$ cat config.mk
export PLATFORM = sky130hd
export DESIGN_NAME = phase_sequencer
export DESIGN_NICKNAME = d
export VERILOG_FILES = /design/src/rtl/cpu_pkg.sv /design/src/rtl/wait_counter.sv /design/src/rtl/phase_sequencer.sv
export SDC_FILE = /design/constraint.sdc
export NUM_CORES = 1
export LEC_CHECK = 0
export CORE_MARGIN = 2
export CORE_UTILIZATION = 34
export DETAILED_ROUTE_END_ITERATION = 8
export PLACE_DENSITY = 0.62
export SLEW_MARGIN = 20
export SYNTH_ARGS = -nofsm -noshare
export SYNTH_HDL_FRONTEND = slang
export SYNTH_SLANG_ARGS = --single-unit
$ cat constraint.sdc
create_clock -name clk -period 2.17 [get_ports clk]
set_clock_uncertainty 0.15 [all_clocks]
set_input_delay 0.434 -clock clk [delete_from_list [all_inputs] [get_ports clk]]
set_output_delay 0.434 -clock clk [all_outputs]
set_load 0.03 [all_outputs]
$ cat src/rtl/cpu_pkg.sv
// Shared CPU definitions: opcodes, sequencer states and
// the multiplier latency default.
package cpu_pkg;

  localparam logic [4:0] OP_STP = 5'b00000;
  localparam logic [4:0] OP_MLR = 5'b01001;

  localparam int MUL_LAT_DEFAULT = 3;

  typedef enum logic [2:0] {
    S_IDLE,
    S_FE,
    S_E1,
    S_MW,
    S_E2,
    S_HALT
  } state_t;

endpackage

$ cat src/rtl/wait_counter.sv
// Loadable down-counter timing the multiplier wait cycles.
// zero reflects the registered count.
module wait_counter #(
  parameter int W = 2
) (
  input  logic         clk,
  input  logic         reset,
  input  logic         load,
  input  logic         dec,
  input  logic [W-1:0] load_val,
  output logic         zero
);

  logic [W-1:0] count;

  always_ff @(posedge clk or posedge reset) begin
    if (reset) begin
      count <= '0;
    end else if (load) begin
      count <= load_val;
    end else if (dec) begin
      count <= count - 1'b1;
    end
  end

  assign zero = (count == '0);

endmodule

$ cat src/rtl/phase_sequencer.sv
// Multi-cycle phase sequencer: drives fe/e1/e2 strobes,
// holds the IR and counts retired instructions.
module phase_sequencer
  import cpu_pkg::*;
#(
  parameter int MUL_LAT = MUL_LAT_DEFAULT,
  parameter int IW      = 16
) (
  input  logic          clk,
  input  logic          reset,
  input  logic          start,
  input  logic [IW-1:0] instr_in,
  input  logic          extra1,
  input  logic          pc_sload,
  output logic [IW-1:0] ir,
  output logic          fe,
  output logic          e1,
  output logic          e2,
  output logic          mwait,
  output logic          halted,
  output logic [15:0]   retired
);

  localparam int CW = $clog2(MUL_LAT) + 1;
  localparam logic [CW-1:0] WAIT_LD =
    CW'(MUL_LAT > 1 ? MUL_LAT - 2 : 0);

  state_t state;
  logic   is_stp;
  logic   is_mlr;
  logic   mw_load;
  logic   mw_dec;
  logic   mw_zero;

  assign is_stp = (ir[15:11] == OP_STP);
  assign is_mlr = (ir[15:11] == OP_MLR);

  assign mw_load = (state == S_E1) && !is_stp &&
                   extra1 && is_mlr && (MUL_LAT > 1);
  assign mw_dec  = (state == S_MW) && !mw_zero;

  wait_counter #(
    .W(CW)
  ) u_wait (
    .clk     (clk),
    .reset   (reset),
    .load    (mw_load),
    .dec     (mw_dec),
    .load_val(WAIT_LD),
    .zero    (mw_zero)
  );

  always_ff @(posedge clk or posedge reset) begin
    if (reset) begin
      state   <= S_IDLE;
      ir      <= '0;
      retired <= '0;
    end else begin
      unique case (state)
        S_IDLE, S_HALT: begin
          if (start) state <= S_FE;
        end
        S_FE: begin
          ir    <= instr_in;
          state <= S_E1;
        end
        S_E1: begin
          if (is_stp) begin
            state <= S_HALT;
          end else if (extra1) begin
            state <= mw_load ? S_MW : S_E2;
          end else if (pc_sload) begin
            // overlapped fetch is stale after a PC reload
            retired <= retired + 16'd1;
            state   <= S_FE;
          end else begin
            ir      <= instr_in;
            retired <= retired + 16'd1;
          end
        end
        S_MW: begin
          if (mw_zero) state <= S_E2;
        end
        S_E2: begin
          ir      <= instr_in;
          retired <= retired + 16'd1;
          state   <= S_E1;
        end
        default: state <= S_IDLE;
      endcase
    end
  end

  assign fe     = (state == S_FE);
  assign e1     = (state == S_E1);
  assign mwait  = (state == S_MW);
  assign e2     = (state == S_E2);
  assign halted = (state == S_HALT);

endmodule

==> reports/results.tsv <==
stage	metric	value	unit
run_status	status	finished clean	
cts	clkLatencyLatePin	290	ps
die	ios	58	
die	coreArea	5110	um^2
sta	tightest_slew	466	ps
drt	drc	0	
worst_setup_path	worstPathArrival	2110	ps
sta	slew_headroom	68.9	%
flow_run	maxCapViolations	0	
synth	seq_area_frac_synth	53.1	%
synth	syn_area_per_cell	12.1	um^2
placement	place_hpwl	2890	um
drt	drt_iter0_drc	26	
worst_setup_path	required	2190	ps
drt	routed_wl	3880	um
finish	finalNonFillerCells	290	
finish	mostFrequentLayoutCells	clkdlybuf4s50_1 (52), dfrtp_1 (37), mux2_2 (17)	
finish	area_growth	46.6	%
cts	root_buffer	clkbuf_8	
drt	met2WireLength	1850	um
global_routing	antenna_found_initial	0	
placement	place_congestion	0.838	
placement	pre_cts_slack	-139	ps
pwr	clockPowerShare	13.5	%
synth	async_flop_share	100	%
pwr	p_leak	1.12	nW
synth	synthCells	148	
worst_setup_path	crit_chain	or3b_4, a211o_4, a211oi_4, nand3_1, xnor2_1	
pwr	p_comb_share	54.1	%
pwr	cell_internal_pwr	0.00222	W
die	die-area	5860	um^2
synth	yosys-top-cells-area	dfrtp_1 (53%), mux2_2 (11%), xnor2_1 (7.3%), nand2_1 (2.3%), ha_1 (2.1%)	
worst_setup_path	r2r_cells	5	
cts	holdBufCountCts	0	
synth	synth_top_area_share	53.1	%
sta	finalCriticalPeriod	2090	ps
drt	top_layer	met4	
die	initial_utilization	35.0	%
finish	nFillCells	481	
global_routing	overflow	0	
pwr	netSwitchingFraction	40.3	%
worst_setup_path	startpoint_type	flop	
finish	drive_gt1_share	20.9	%
sta	fmax	479	MHz
synth	synth_area	1790	um^2
worst_setup_path	path_class	flop to flop	
worst_setup_path	path_depth	5	
die	rows	26	
worst_setup_path	crit_path_max_incr_delay	430	ps
cts	clockBufferDepth	2	
sta	post-route-period-util	96.1	%
worst_hold_path	hold_path.class	flop to flop	
drt	vias_per_cell	4.70	
placement	dp_cells	281	
worst_setup_path	worstSetupEndpointType	flop	
sta	worst_slack	84.2	ps
sta	setup_viol	0	
global_routing	grt_max_degree	39	
cts	cts-buffers-inserted	5	
placement	placed_area	2520	um^2
synth	ys_ff_latch	38	
global_routing	first_global_vias	1469	
drt	wl_per_cell	13.4	um
drt	ant_nets	0	
global_routing	grt_pass1_wl	6690	um
synth	synthFlopType	dfrtp_1	
finish	final_common_cell	clkdlybuf4s50_1	
drt	first_pass_iters	4	
cts	cts_sinks	38	
worst_setup_path	cp_slowest_cell	dfrtp_1	
pwr	power.density	1420	nW/um^2
die	die_h	76.5	um
synth	synth_edf_count	0	
global_routing	grt.total_usage	14.2	%
worst_setup_path	cp_top_family	compound AO/OA/AOI/OAI gates	
drt	wl_met1	1740	um
sta	maxSlewViolCount	0	
placement	io_buffers	57	
sta	timing_hold_violations_final	0	
worst_hold_path	hold_depth	1	
worst_setup_path	crit_path_max_fanout	6	
cts	clk_pin_slew	70	ps
synth	synth_cell_type_count	34	
die	die_w	76.5	um
pwr	total_power	0.00373	W
synth	synthesis.nets	172	
finish	fin_nets	243	
finish	antenna_cells	0	
worst_setup_path	cp.buffers_inverters	0	
sta	rsz0062_at_grt	false	
drt	route.met3.wl	239	um
cts	cts_tree	yes	
pwr	p_switching	0.00150	W
finish	finish.instance_area	2620	um^2
cts	h-tree-depth	2	
pwr	worst_ir_drop_vdd	0.871	mV
drt	num_vias	1363	
pwr	seqPwrFrac	32.4	%
synth	yosys.area.top_type	dfrtp_1	
synth	yosysWarnings	0	
[state kept, by name (all words and copies together), names as in the netlist]
name	cells
ir	16
state	3
retired	16
u_wait.count	3
[power by group through the flow]
stage / combinational, W / clock (W) / sequential, W
5_1_grt: 0.00217 / 0.000560 / 0.00125
4_1_cts: 0.00202 / 0.000520 / 0.00120
6_report: 0.00202 / 0.000503 / 0.00121
2_1_floorplan: 0.000883 / 0 / 0.00157
3_3_place_gp: 0.00198 / 0 / 0.00120
3_5_place_dp: 0.00203 / 0 / 0.00121
[worst paths after layout]
path	startpoint	endpoint	slack, ps
max	state[0]	retired[10]	80
max reg2reg	state[0]	retired[10]	80
min in group asynchronous	reset	retired[8]	410
max in group asynchronous	reset	state[2]	1120
min	retired[15]	retired[15]	330
min reg2reg	retired[15]	retired[15]	330
[Yosys cell counts, drive strengths merged, types with 2 or more instances]
master and count:
nand2 11, mux2 17, a21oi 4, nor3b 2, ha 3, nand4 3
and2 5, nor2 5, nor3 4, o21ai 3, dfrtp 38, xnor2 15
buf 3, xor2 3, nand3 7, a211o 2, and3 3, inv 8
[layer usage]
metal / GRT usage (%) / vias up
met5: 0 / -
met2: 23.0 / 43
li1: - / 647
met4: 4.91 / 0
met3: 4.98 / 6
met1: 17.8 / 667
[stage by stage]
step                TNS (ps)  hold WS [ps]  utilization [%]
global route               0           357             51.3
global placement       -2270           316             49.3
CTS                        0           336             51.0
finish                     0           331             51.3
floorplan              -21.1           338                -
detailed placement     -2830           318             49.3
[logic make-up (layout without fill, tap and decap cells)]
logic type               Yosys count  count (layout)  synth area share [%]
AO/OA/AOI/OAI                     15              15                  7.90
XOR/XNOR                          18              18                  8.81
adder cells (fa/ha/maj)            3               3                  2.10
buffers and inverters             11              83                  2.66
flip-flops                        38              38                  53.1
multiplexers                      18              18                  11.3
AND/OR/NAND/NOR                   45              45                  14.1
[layout make-up]
type	instances	area [um^2]	area share (%)
repair buffers	67	654	25.0
clock buffers	7	86.3	3.29
well taps	70	87.6	3.34
multi-input cells	99	807	30.8
flip-flops and latches	38	952	36.3
inverters	8	30.0	1.15
clock inverters	1	5.00	0.191
[what timing repair did]
item | in CTS | in global routing
gates cloned | 0 | 0
endpoints found under the hold margin | 0 | 0
endpoints found under the setup margin | 4 | 8
resized for setup | 4 | 4
buffers inserted | 0 | 1
Note: power is estimated with default switching activity, not from simulation.
